--- config.mk ---
export PLATFORM = sky130hd
export DESIGN_NAME = sm_para_1_drv
export DESIGN_NICKNAME = d
export VERILOG_FILES = /design/src/rtl/sm_para_1_drv.sv
export SDC_FILE = /design/constraint.sdc
export NUM_CORES = 1
export LEC_CHECK = 0
export CAP_MARGIN = 20
export CORE_MARGIN = 2
export CORE_UTILIZATION = 57
export DETAILED_ROUTE_END_ITERATION = 8
export PLACE_DENSITY = 0.92
export SLEW_MARGIN = 20
export SYNTH_ARGS = -nofsm -noshare
export SYNTH_HDL_FRONTEND = slang
export SYNTH_SLANG_ARGS = --single-unit
--- constraint.sdc ---
create_clock -name clk -period 2.4 [get_ports clk]
set_input_delay 0.6 -clock clk [delete_from_list [all_inputs] [get_ports clk]]
set_output_delay 0.6 -clock clk [all_outputs]
set_load 0.02 [all_outputs]
--- src/rtl/sm_para_1_drv.sv ---
// Sequence driver for the IDLE/S1/S2/ERROR partner FSM: walks the partner through
// a programmable number of rounds and checks its registered responses two cycles later.
module sm_para_1_drv #(
    parameter int HOLD_W = 4
) (
    input  logic              clk,
    input  logic              rst,
    input  logic              start,
    input  logic [HOLD_W-1:0] hold_len,
    input  logic [HOLD_W-1:0] rounds,
    input  logic              inject_err,
    input  logic              o1,
    input  logic              o2,
    input  logic              err,
    output logic              i1,
    output logic              i2,
    output logic              busy,
    output logic              done,
    output logic              fail,
    output logic              err_seen
);

    typedef enum logic [3:0] {
        D_IDLE, D_ENTER, D_HOLD1, D_ADV, D_HOLD2, D_EXIT, D_DRAIN, D_RECOV, D_DONE
    } state_t;

    localparam logic [HOLD_W-1:0] ONE     = HOLD_W'(1);
    localparam logic [2:0]        EXP_S1  = 3'b100;
    localparam logic [2:0]        EXP_S2  = 3'b010;
    localparam logic [2:0]        EXP_IDL = 3'b000;
    localparam logic [2:0]        EXP_ERR = 3'b111;

    state_t            state;
    logic [HOLD_W-1:0] hold_q;
    logic [HOLD_W-1:0] hcnt;
    logic [HOLD_W-1:0] rcnt;
    logic              inj_q;
    logic [1:0]        aux;
    logic              s1_v;
    logic              s2_v;
    logic [2:0]        s1_exp;
    logic [2:0]        s2_exp;
    logic [2:0]        resp;
    logic              mismatch;
    logic              err_hit;

    assign resp     = {o1, o2, err};
    assign mismatch = s2_v && (s2_exp != resp);
    assign err_hit  = s2_v && (s2_exp == EXP_ERR) && (resp == EXP_ERR);

    // Each drive loads i1/i2 together with the state it belongs to, and pushes its
    // expected partner code into stage 1; stage 2 is compared on the following edge.
    always_ff @(posedge clk) begin
        if (rst) begin
            state    <= D_IDLE;
            i1       <= 1'b0;
            i2       <= 1'b0;
            busy     <= 1'b0;
            done     <= 1'b0;
            fail     <= 1'b0;
            err_seen <= 1'b0;
            hold_q   <= '0;
            hcnt     <= '0;
            rcnt     <= '0;
            inj_q    <= 1'b0;
            aux      <= '0;
            s1_v     <= 1'b0;
            s2_v     <= 1'b0;
            s1_exp   <= '0;
            s2_exp   <= '0;
        end else begin
            done   <= 1'b0;
            s2_v   <= s1_v;
            s2_exp <= s1_exp;
            s1_v   <= 1'b0;
            if (err_hit) err_seen <= 1'b1;
            case (state)
                D_IDLE: begin
                    if (start) begin
                        busy     <= 1'b1;
                        fail     <= 1'b0;
                        err_seen <= 1'b0;
                        hold_q   <= hold_len;
                        rcnt     <= (rounds == '0) ? ONE : rounds;
                        inj_q    <= inject_err;
                        s2_v     <= 1'b0;
                        s1_v     <= 1'b1;
                        state    <= D_ENTER;
                        i1       <= 1'b1;
                        i2       <= !inject_err;
                        s1_exp   <= inject_err ? EXP_ERR : EXP_S1;
                    end
                end
                D_DRAIN: begin
                    if (mismatch) fail <= 1'b1;
                    i1 <= 1'b0;
                    i2 <= 1'b0;
                    if (aux == 2'd1) begin
                        state <= D_DONE;
                        done  <= 1'b1;
                    end else begin
                        aux <= aux + 2'd1;
                    end
                end
                // Recovery ignores responses, apart from the injected-error code still in flight.
                D_RECOV: begin
                    i1 <= 1'b0;
                    i2 <= 1'b0;
                    if (aux == 2'd2) begin
                        state <= D_DONE;
                        done  <= 1'b1;
                    end else begin
                        aux <= aux + 2'd1;
                    end
                end
                D_DONE: begin
                    state <= D_IDLE;
                    busy  <= 1'b0;
                    i1    <= 1'b0;
                    i2    <= 1'b0;
                end
                default: begin
                    if (mismatch) begin
                        fail  <= 1'b1;
                        s1_v  <= 1'b0;
                        s2_v  <= 1'b0;
                        state <= D_RECOV;
                        aux   <= '0;
                        i1    <= 1'b0;
                        i2    <= 1'b1;
                    end else begin
                        case (state)
                            D_ENTER: begin
                                if (inj_q) begin
                                    inj_q <= 1'b0;
                                    state <= D_RECOV;
                                    aux   <= '0;
                                    i1    <= 1'b0;
                                    i2    <= 1'b1;
                                end else if (hold_q != '0) begin
                                    state  <= D_HOLD1;
                                    hcnt   <= hold_q;
                                    i1     <= 1'b1;
                                    i2     <= 1'b0;
                                    s1_v   <= 1'b1;
                                    s1_exp <= EXP_S1;
                                end else begin
                                    state  <= D_ADV;
                                    i1     <= 1'b1;
                                    i2     <= 1'b1;
                                    s1_v   <= 1'b1;
                                    s1_exp <= EXP_S2;
                                end
                            end
                            D_HOLD1: begin
                                s1_v <= 1'b1;
                                i1   <= 1'b1;
                                if (hcnt == ONE) begin
                                    hcnt   <= '0;
                                    state  <= D_ADV;
                                    i2     <= 1'b1;
                                    s1_exp <= EXP_S2;
                                end else begin
                                    hcnt   <= hcnt - ONE;
                                    i2     <= 1'b0;
                                    s1_exp <= EXP_S1;
                                end
                            end
                            D_ADV: begin
                                s1_v <= 1'b1;
                                i1   <= 1'b1;
                                if (hold_q != '0) begin
                                    state  <= D_HOLD2;
                                    hcnt   <= hold_q;
                                    i2     <= 1'b1;
                                    s1_exp <= EXP_S2;
                                end else begin
                                    state  <= D_EXIT;
                                    i2     <= 1'b0;
                                    s1_exp <= EXP_IDL;
                                end
                            end
                            D_HOLD2: begin
                                s1_v <= 1'b1;
                                i1   <= 1'b1;
                                if (hcnt == ONE) begin
                                    hcnt   <= '0;
                                    state  <= D_EXIT;
                                    i2     <= 1'b0;
                                    s1_exp <= EXP_IDL;
                                end else begin
                                    hcnt   <= hcnt - ONE;
                                    i2     <= 1'b1;
                                    s1_exp <= EXP_S2;
                                end
                            end
                            D_EXIT: begin
                                if (rcnt > ONE) begin
                                    rcnt   <= rcnt - ONE;
                                    state  <= D_ENTER;
                                    i1     <= 1'b1;
                                    i2     <= 1'b1;
                                    s1_v   <= 1'b1;
                                    s1_exp <= EXP_S1;
                                end else begin
                                    rcnt  <= '0;
                                    state <= D_DRAIN;
                                    aux   <= '0;
                                    i1    <= 1'b0;
                                    i2    <= 1'b0;
                                end
                            end
                            default: state <= D_IDLE;
                        endcase
                    end
                end
            endcase
        end
    end

endmodule

== Yosys cells after proc, flatten, opt, wreduce, memory -nomap -nowiden ==
Index checks and enable logic that the tools add are counted.

* Multiplexer cells: 76
* Reductions and logical operators: 33
* Divide/modulo/power cells: 0
* Order comparisons: 1
* Add/sub/neg operators: 3
* Shifts and indexed selects: 0
* Eq/ne operators: 27
* Bitwise gates (word level): 5
* Multiply operators: 0

{| class="wikitable"
|+ Operators with widths
! cell !! number
|-
| $mux W4 || 14
|-
| $mux W1 || 27
|-
| $mux W3 || 8
|-
| $pmux W4 S5 || 1
|-
| $eq A4 B3 Y1 const B || 4
|-
| $mux W2 || 8
|-
| $pmux W1 S2 || 8
|-
| $pmux W4 S4 || 1
|-
| $pmux W3 S5 || 1
|-
| $ne A7 B7 Y1 const B || 2
|-
| $ne A2 B2 Y1 const B || 6
|-
| $pmux W4 S3 || 1
|-
| $reduce_and A4 Y1 || 3
|-
| $reduce_and A6 Y1 || 2
|-
| $reduce_bool A6 Y1 || 2
|-
| $eq A4 B1 Y1 const B || 2
|-
| $eq A4 B2 Y1 const B || 2
|-
| $logic_not A4 Y1 || 2
|-
| $pmux W4 S2 || 1
|-
| $reduce_and A2 Y1 || 4
|-
| $reduce_bool A2 Y1 || 4
|-
| $reduce_bool A8 Y1 || 1
|-
| $sub A4 B1 Y4 const B || 2
|-
| $eq A3 B3 Y1 const B || 2
|-
| other kinds (27) || 37
|}

* Bits in read-only memories: 0
* Memory bits (writable): 0
* Memories: 0
* Bits in latches: 0
* Word-level logic and storage cells: 161
* Register bits after elaboration: 33
* Input bits: 15

== Depth between registers and ports, before layout ==
Gate-level depths: netlist of the first run.

* Depth after elaboration: 6
* Depth in mapped cells: 8
* Depth with buffers taken out: 7

== Worst setup path before layout of the first run ==
No wires, ideal clock.

* Kind: in2reg
* Start point: input err
* End point: register s1_exp[1]
* Arrival time: 1851 ps
* Cell stages on the path: 5
* Path slack: 426 ps
* Data required time: 2277 ps
* Cells stage by stage: xor2_1 -> o31ai_4 -> o2111ai_2 -> o21ai_2 -> mux2_1

* Cells in the longest elaborated chain, start to end: 4

{| class="wikitable"
|+ Ends and longest elaborated chain
! item !! line !! RTL
|-
| start, declared || 14 || <nowiki>input logic err,</nowiki>
|-
| $ne A3 B3 Y1 || 48 || <nowiki>assign mismatch = s2_v && (s2_exp != resp);</nowiki>
|-
| $logic_and A1 B1 Y1 || 48 ||
|-
| $ne A2 B1 Y1 (no line) || n/a ||
|-
| $reduce_and A6 Y1 (no line) || n/a ||
|-
| end signal, assigned || 91 || <nowiki>s1_exp <= inject_err ? EXP_ERR : EXP_S1;</nowiki>
|-
| end, declared || 41 || <nowiki>logic [2:0] s1_exp;</nowiki>
|}

No other way between the ends.
A chain may end at the register's enable or synchronous reset.

== Final worst setup path of the first run ==
* Start point: input err
* End point: register s1_exp[0]

The elaborated chain is that of the path after synthesis.

==> key figures, run 1 <==
Run status
  • Status: complete, no violations

Clock tree
  • Clk_lat worst skew: 0.29 ns
  • H-tree depth: 2
  • CTS Hold Bufs: 0
  • CTS tree: done
  • Worst-path clk slew: 0.07 ns
  • CTS root buffer: clkbuf_8
  • Clock tree buffer depth: 2
  • Cts bufs inserted: 5
  • Post-CTS setup buffers: 0
  • Sink Count: 33

Cells and area
  • Reg area: 661 sq um
  • Final core utilization: 0.690
  • Area occupied by multi-input gates: 1300 sq um
  • Area grow syn2layout: 19.1%
  • Design Area, Final: 2490 sq um
  • # fillers: 289
  • Antenna diodes: 0
  • Nets: 302
  • Share of layout cells above drive strength 1: 0.149
  • Non-filler instance count after layout: 330

STA
  • Max-slew violations: 0
  • Final setup violating endpoints: 0
  • Final period util: 0.907
  • Worst setup margin: 0.224 ns
  • Final hold slack: 0.459 ns
  • Final setup TNS: 0 ns
  • Rel. slew slack: 0.516
  • Final hold violation count: 0
  • Period minus WS final: 2.18 ns
  • Unrepaired setup endpoints after global routing: false
  • Worst Max-Slew Pin Slew: 0.725 ns
  • Fin Clk Skew: 0.00242 ns
  • Max Freq: 460 MHz

Drt
  • M1 wire length: 2220 um
  • Vias: 1,984
  • WL met2: 2410 um
  • Routed wire per std cell: 15.1 um
  • Total wire length: 4990 um
  • Max Used Layer: met4
  • Post-route ant nets: 0
  • Routed vias/inst: 6.01
  • Routed wl met3: 236 um
  • Drt pass-1 iters: 4
  • 1st-iter DRT viols: 162
  • Drc violations: 0

Yosys
  • Synthesized flop and latch total: 33
  • Largest area contributor in the netlist: dfxtp_1
  • Post-synthesis cell type count: 61
  • Post-synthesis area per instance: 8.30 sq um
  • Register area share after synthesis: 0.316
  • Top cell type's share of synthesized area: 0.316
  • Synth Flop Type: dfxtp_1
  • Synth area leaders: dfxtp_1, a21oi_1, nor3_1, nor2_1, ha_1
  • Post-synth EDFFs: 0
  • Ys async rst share: 0
  • Synth Net Count: 273
  • Mapped Area: 2090 sq um
  • Post-Synthesis Cells: 252
  • Syn. warnings: 0

Place
  • GP Congestion: 0.953
  • Hpwl dp: 3580 um
  • PortBufs: 20
  • Placed cells: 322
  • Pre-CTS setup slack: -0.0953 ns
  • Area post-placement: 2390 sq um

Global route
  • Global Route Usage Sum: 0.256
  • Vias in the first global route: 1,860
  • Initial antenna violation count: 0
  • Largest net degree at the start of global routing: 22
  • Grt ovf: 0
  • First-pass GRT wire length: 8310 um

Setup path
  • CP endpoint kind: flop
  • Delay of the slowest critical-path stage: 0.43 ns
  • Critical path cell sequence: clkdlybuf4s50_1 -> xor2_1 -> o31ai_4 -> o2111ai_2 -> buf_4 -> o21ai_0 -> o21ai_0
  • Most Frequent Cell on Critical Path: o21ai_0
  • Largest delay contributor family on the critical path: compound AO/OA/AOI/OAI gates
  • Crit path buffers/inverters: 2
  • Worst EP required: 2.55 ns
  • Worst Setup Start Kind: primary input
  • Worst Setup Path Type: in2reg
  • Crit-path slowest cell: clkdlybuf4s50_1
  • Crit Path Max Fanout: 4
  • Crit path DAT: 2.33 ns

Pwr
  • Leak Pwr: 0.933 nW
  • Logic pwr share: 0.506
  • Power after layout: 2.63 mW
  • Pint: 1.53 mW
  • Power share of the clock group: 0.179
  • Sw Ratio: 0.418
  • Sw Pwr: 1.10 mW
  • Peak supply drop: 474 uV
  • Pwr Density: 1060 nW/um^2
  • Sequential Power Share: 0.315

Floorplan
  • # IOs: 21
  • Core box area: 3610 sq um
  • Die height: 64.6 um
  • FP Rows: 22
  • Die area: 4170 sq um
  • Die Width: 64.6 um
  • Initial Util: 0.580

Min path
  • Hold Path Class: reg2reg

Job
  • Max-cap violations: 0
[power by group through the flow]
stage	combinational (mW)	clock [mW]	sequential, mW
4_1_cts	1.32	0.476	0.826
3_3_place_gp	1.26	0	0.830
6_report	1.33	0.471	0.830
2_1_floorplan	0.996	0	0.785
3_5_place_dp	1.30	0	0.837
5_1_grt	1.47	0.498	0.846
[final timing paths]
| kind | start | endpoint | slack (ns) | cells after the start |
|---|---|---|---|---|
| max reg2reg | rcnt[0] | s1_exp[0] | 0.30 | 8 |
| max | err | s1_exp[0] | 0.22 | 7 |
| min | s1_v | s2_v | 0.46 | 2 |
| min reg2reg | s1_v | s2_v | 0.46 | 2 |
[routing by layer]
layer / vias to the layer above / global-route usage
met5: - / 0
met4: 0 / 0.109
met2: 68 / 0.436
met3: 13 / 0.0451
met1: 918 / 0.316
li1: 985 / -
[cells in the mapped netlist, types with 3 or more instances]
| cell type | instances |
|---|---|
| nor3_1 | 17 |
| mux2i_1 | 4 |
| o21ai_0 | 10 |
| a21oi_1 | 22 |
| inv_1 | 8 |
| dfxtp_1 | 33 |
| buf_2 | 3 |
| buf_4 | 3 |
| ha_1 | 6 |
| o31ai_1 | 3 |
| nand3b_1 | 3 |
| o21ai_2 | 3 |
| nor2b_1 | 8 |
| xor2_1 | 4 |
| a211oi_1 | 6 |
| clkbuf_1 | 8 |
| a31oi_1 | 5 |
| nand3_1 | 5 |
| o21ai_1 | 4 |
| nand2_1 | 20 |
| nor2_1 | 21 |
| or3_1 | 3 |
[flip-flops by register name, summed over array words and instances, names as in the netlist]
signal,cells
inj_q,1
hold_q,4
s2_v,1
aux,2
i2,1
done,1
state,4
rcnt,4
s1_v,1
s1_exp,3
hcnt,4
i1,1
busy,1
s2_exp,3
err_seen,1
fail,1
[tightest hold or removal path, stage by stage (launching register included)]
cell      delay [ns]
dfxtp_1         0.31
nand2b_1        0.06
a21oi_1         0.04
[cells in the final DEF (no fill, tap or decap), types with 4 or more instances in the layout]
cell type        synthesis  final
nor2_1                  21     21
a31oi_1                  5      5
dfxtp_1                 33     33
ha_1                     6      6
a21oi_1                 22     22
inv_1                    8      8
buf_4                    3     18
nand2_1                 20     20
nor2b_1                  8      8
clkbuf_8                 0      7
clkdlybuf4s50_1          0     20
mux2i_1                  4      4
nand3_1                  5      5
o21ai_0                 10     10
xor2_1                   4      4
a211oi_1                 6      6
nor3_1                  17     17
o21ai_1                  4      4
[area by class of cell]
| type | instances | share of cell area |
|---|---|---|
| Inverter | 9 | 0.0146 |
| Timing Repair Buffer | 38 | 0.135 |
| Multi-Input combinational cell | 194 | 0.521 |
| Clock buffer | 7 | 0.0387 |
| Clock inverter | 1 | 0.00201 |
| Tap cell | 48 | 0.0241 |
| Sequential cell | 33 | 0.265 |
[kinds of logic (layout without fill, tap and decap cells)]
| family | Yosys count | in the layout | synth area share |
|---|---|---|---|
| xor+xnor | 6 | 6 | 0.0251 |
| simple gates | 98 | 98 | 0.262 |
| buf+inv | 25 | 55 | 0.0646 |
| mux | 8 | 8 | 0.0407 |
| flops | 33 | 33 | 0.316 |
| compound gates | 76 | 76 | 0.256 |
| fa+ha+maj | 6 | 6 | 0.0359 |
[what timing repair did]
action,in CTS,in global routing
setup endpoints to repair,0,1
gates resized for setup,0,1
endpoints found under the hold margin,0,0
Note: power is estimated with default switching activity, not from simulation.
==> run 2, diff against run 1 <==
--- a/config.mk
+++ b/config.mk
@@ -9,7 +9,7 @@
 export CORE_MARGIN = 2
 export CORE_UTILIZATION = 57
 export DETAILED_ROUTE_END_ITERATION = 8
-export PLACE_DENSITY = 0.92
+export PLACE_DENSITY = 0.8
 export SLEW_MARGIN = 20
 export SYNTH_ARGS = -nofsm -noshare
 export SYNTH_HDL_FRONTEND = slang
==> run 2 against run 1 <==
Compared with the run above:
- critical path depth stayed put
- global-route usage is 1.5 points lower
- design area fell by 0.30%
- count of clock-buffer cells in the layout down 1
- highest routed layer unchanged
- utilization fell by 0.21 points
- critical path type unchanged
==> key figures, run 2 (synthesis results as in run 1) <==
Drt
  • Routed vias/inst: 5.96
  • Vias: 1,968
  • Drt pass-1 iters: 5
  • 1st-iter DRT viols: 96
  • Post-route ant nets: 0
  • Routed wire per std cell: 14.2 um
  • Drc violations: 0
  • Total wire length: 4670 um

Floorplan
  • Die area: 4170 sq um
  • Die height: 64.6 um
  • Initial Util: 0.580
  • FP Rows: 22
  • Die Width: 64.6 um
  • Core box area: 3610 sq um
  • # IOs: 21

Clock tree
  • Sink Count: 33
  • Cts bufs inserted: 5
  • Clk_lat worst skew: 0.29 ns
  • H-tree depth: 2
  • Worst-path clk slew: 0.07 ns
  • Clock tree buffer depth: 2
  • CTS root buffer: clkbuf_8
  • CTS-repair resized insts: 0
  • CTS Hold Bufs: 0
  • CTS tree: done
  • Post-CTS setup buffers: 0

Min path
  • Hold path cells: 2
  • Hold Path Class: reg2reg

Global route
  • Grt ovf: 0
  • Largest net degree at the start of global routing: 37
  • Global Route Usage Sum: 0.241
  • First-pass GRT wire length: 7870 um
  • Vias in the first global route: 1,780
  • Initial antenna violation count: 0

Setup path
  • Crit path DAT: 2.38 ns
  • Delay of the slowest critical-path stage: 0.44 ns
  • Worst Setup Path Type: in2reg
  • Critical path cell sequence: clkdlybuf4s50_1 -> xor2_1 -> o31ai_4 -> a31oi_1 -> a2111oi_0 -> buf_4 -> a211oi_1
  • Crit-path slowest cell: clkdlybuf4s50_1
  • Reg2Reg Depth: 6
  • Worst EP required: 2.57 ns
  • Worst Setup Start Kind: primary input
  • Register-to-Register Setup Slack: 0.29 ns
  • Crit Path Max Fanout: 4
  • CP endpoint kind: flop

Pwr
  • Pwr Density: 1020 nW/um^2
  • Peak supply drop: 530 uV
  • Power after layout: 2.54 mW
  • Leak Pwr: 0.929 nW

Cells and area
  • Nets: 302
  • Area grow syn2layout: 18.7%
  • Most frequent cells in the layout: dfxtp_1, a21oi_1, nor2_1
  • Antenna diodes: 0
  • Commonest non-fill, non-tap cell in the layout: dfxtp_1
  • Area occupied by multi-input gates: 1290 sq um
  • Share of layout cells above drive strength 1: 0.145
  • Reg area: 661 sq um
  • # fillers: 308

STA
  • Rel. slew slack: 0.510
  • Max Freq: 451 MHz
  • Final hold violation count: 0
  • Worst Max-Slew Pin Slew: 0.734 ns
  • Period minus WS final: 2.22 ns
  • Final period util: 0.923
  • Final setup TNS: 0 ns
  • Final setup violating endpoints: 0
  • Unrepaired setup endpoints after global routing: false
  • Fin Clk Skew: 0.00730 ns
  • Max-slew violations: 0

Place
  • Hpwl dp: 3450 um
  • GP Congestion: 0.865
  • PortBufs: 20

Run status
  • Status: complete, no violations

Job
  • Max-cap violations: 0
-- run 2: cell types whose count changed in the layout (fill, tap and decap cells not counted), sizes merged --
cell	before	now
clkinv	1	2
clkbuf	7	6
-- run 2: path summary, 6_finish.rpt --
check / start / endpoint
setup / recovery: err / i2
setup reg to reg: state[2] / i2
hold / removal: s1_v / s2_v
hold reg to reg: s1_v / s2_v
-- run 2: cell type report --
class                           count  area share
Sequential cell                    33       0.266
Multi-Input combinational cell    194       0.522
Tap cell                           48      0.0242
Inverter                            9      0.0146
Timing Repair Buffer               38       0.140
Clock buffer                        6      0.0292
Clock inverter                      2     0.00403
-- run 2: critical path, delay by kind of cell --
kind            cells  cell delay [ns]
compound gates      4             0.95
buf+inv             2             0.63
xor+xnor            1             0.19
-- run 2: where the power goes --
group          internal (mW)  total, mW  switching (mW)
registers              0.669      0.819           0.150
logic                  0.607       1.32           0.713
clock network          0.201      0.400           0.199
total                   1.48       2.54            1.06
-- run 2: layer usage --
layer	vias to the layer above	wire (um)	track usage
met5	-	0	0
met4	0	67	0.0824
met3	7	254	0.0469
met2	50	2200	0.404
met1	923	2160	0.310
li1	988	-	-
-- run 2: per-stage QoR --
| stage | hold slack [ns] | util | instance area [sq um] | std cells | setup slack (ns) |
|---|---|---|---|---|---|
| finish | 0.438 | 0.688 | 2480 | 330 | 0.184 |
| detailed placement | 0.446 | 0.666 | 2400 | 322 | -0.119 |
| CTS | 0.451 | 0.688 | 2480 | 330 | 0.174 |
| global placement | 0.439 | 0.666 | 2400 | 322 | -0.109 |
| floorplan | 0.413 | - | 2090 | 252 | 0.426 |
| global route | 0.462 | 0.688 | 2480 | 330 | 0.0816 |
==> run 3, diff against run 2 <==
--- a/config.mk
+++ b/config.mk
@@ -5,10 +5,12 @@
 export SDC_FILE = /design/constraint.sdc
 export NUM_CORES = 1
 export LEC_CHECK = 0
+export ABC_CLOCK_PERIOD_IN_PS = 2400
 export CAP_MARGIN = 20
 export CORE_MARGIN = 2
 export CORE_UTILIZATION = 57
 export DETAILED_ROUTE_END_ITERATION = 8
+export MAX_ROUTING_LAYER = met4
 export PLACE_DENSITY = 0.8
 export SLEW_MARGIN = 20
 export SYNTH_ARGS = -nofsm -noshare
==> run 3 against run 2 <==
Compared with the run above:
- via count rose by 0.10%
- utilization is the same
- clock power grew 1%
- sequential share of layout area is the same
- first-iteration DRC count increased by 26%
- clock skew down 0.00093 ns
- critical path type unchanged
- highest routed layer unchanged
==> key figures, run 3 (synthesis results as in run 1) <==
Setup path
  • Setup crit start: err
  • Register-to-Register Setup Slack: 0.26 ns
  • Crit-path slowest cell: a2111oi_0
  • Worst Setup Path Type: in2reg
  • Critical path depth in cells: 7
  • Critical Path End: i2
  • Reg2Reg Depth: 6
  • Critical path cell sequence: clkdlybuf4s50_1 -> xor2_1 -> o31ai_4 -> a31oi_1 -> a2111oi_0 -> buf_4 -> a211oi_1
  • Worst Setup Start Kind: primary input
  • Largest delay contributor family on the critical path: compound AO/OA/AOI/OAI gates
  • Crit path DAT: 2.39 ns
  • CP endpoint kind: flop
  • Delay of the slowest critical-path stage: 0.45 ns
  • Worst EP required: 2.57 ns
  • Critical R2R Launch: state[2]
  • Crit path buffers/inverters: 2
  • R2r endpoint: i2
  • Crit Path Max Fanout: 4

Drt
  • Drc violations: 0
  • Drt pass-1 iters: 4
  • 1st-iter DRT viols: 121
  • Routed vias/inst: 5.97
  • Routed wire per std cell: 14.5 um
  • Vias: 1,970
  • Post-route ant nets: 0
  • Total wire length: 4770 um

Clock tree
  • Cts bufs inserted: 5
  • Clock tree buffer depth: 2
  • CTS-repair resized insts: 0
  • CTS root buffer: clkbuf_8
  • Post-CTS setup buffers: 0
  • H-tree depth: 2
  • Clk_lat worst skew: 0.29 ns
  • CTS tree: done
  • CTS Hold Bufs: 0
  • Worst-path clk slew: 0.07 ns
  • Sink Count: 33

Cells and area
  • # fillers: 308
  • Most frequent cells in the layout: dfxtp_1, a21oi_1, nor2_1
  • Area grow syn2layout: 18.7%
  • Commonest non-fill, non-tap cell in the layout: dfxtp_1
  • Share of layout cells above drive strength 1: 0.145
  • Antenna diodes: 0
  • Nets: 302
  • Final core utilization: 0.688

Pwr
  • Power share of the clock group: 0.159
  • Peak supply drop: 531 uV
  • Leak Pwr: 0.929 nW
  • Logic pwr share: 0.520
  • Sw Pwr: 1.08 mW
  • Sw Ratio: 0.421
  • Pwr Density: 1030 nW/um^2
  • Pint: 1.48 mW
  • Sequential Power Share: 0.322

Place
  • Hpwl dp: 3450 um
  • GP Congestion: 0.879
  • PortBufs: 20

Global route
  • Largest net degree at the start of global routing: 37
  • Initial antenna violation count: 0
  • First-pass GRT wire length: 7880 um
  • Grt ovf: 0
  • Vias in the first global route: 1,779
  • Global Route Usage Sum: 0.248

STA
  • Max Freq: 450 MHz
  • Fin Clk Skew: 0.00636 ns
  • Rel. slew slack: 0.509
  • Unrepaired setup endpoints after global routing: false
  • Final setup TNS: 0 ns
  • Max-slew violations: 0
  • Worst Max-Slew Pin Slew: 0.735 ns
  • Final hold violation count: 0
  • Final setup violating endpoints: 0
  • Period minus WS final: 2.22 ns
  • Final period util: 0.926

Floorplan
  • Die area: 4170 sq um
  • Initial Util: 0.580
  • Core box area: 3610 sq um
  • # IOs: 21
  • Die Width: 64.6 um
  • Die height: 64.6 um
  • FP Rows: 22

Min path
  • Hold path cells: 2
  • Hold Path Class: reg2reg

Run status
  • Status: complete, no violations

Job
  • Max-cap violations: 0
run 3: cell counts in the layout (fill, tap and decap cells not counted):
Identical to the previous run, type by type.
run 3: final cells by class:
class                   count  area [sq um]  area share
flip-flops and latches     33           661       0.266
multi-input cells         194          1290       0.522
inverters                   9          36.3      0.0146
clock inverters             2          10.0     0.00403
repair buffers             38           348       0.140
well taps                  48          60.1      0.0242
clock buffers               6          72.6      0.0292
run 3: metrics by stage:
stage                     area (sq um)  total power [mW]  worst slack, ns  hold WS (ns)  cells
after floorplan                   2090              1.78            0.426         0.413    252
after global placement            2400              2.12           -0.109         0.439    322
after detailed placement          2400              2.14           -0.119         0.446    322
after CTS                         2480              2.54            0.174         0.451    330
after global routing              2480              2.75           0.0817         0.462    330
final                             2480              2.55            0.177         0.439    330
run 3: power groups by stage:
stage               clock network [mW]  logic (mW)  registers (mW)
floorplan                            0       0.996           0.785
global placement                     0        1.29           0.830
detailed placement                   0        1.31           0.830
CTS                              0.408        1.32           0.818
global route                     0.435        1.47           0.840
finish                           0.405        1.33           0.821
run 3: worst min path at each step:
stage	from	end	slack [ns]
after floorplan	s1_v	s2_v	0.41
after global placement	s1_v	s2_v	0.44
after detailed placement	s1_v	s2_v	0.45
after CTS	s1_v	s2_v	0.45
after global routing	s1_v	s2_v	0.46
final	s1_v	s2_v	0.44
run 3: metal layers:
metal | wire [um] | global-route usage | vias to the layer above
met2 | 2240 | 0.402 | 31
li1 | - | - | 983
met1 | 2290 | 0.314 | 950
met4 | 50 | 0.0824 | 0
met5 | 0 | - | -
met3 | 190 | 0.0469 | 6
run 3: tightest hold or removal path, delay by kind of cell (launching register included):
family,cells,cell delay (ns)
and+or+nand+nor,1,0.06
DFF,1,0.30
AOI/OAI and AO/OA,1,0.04
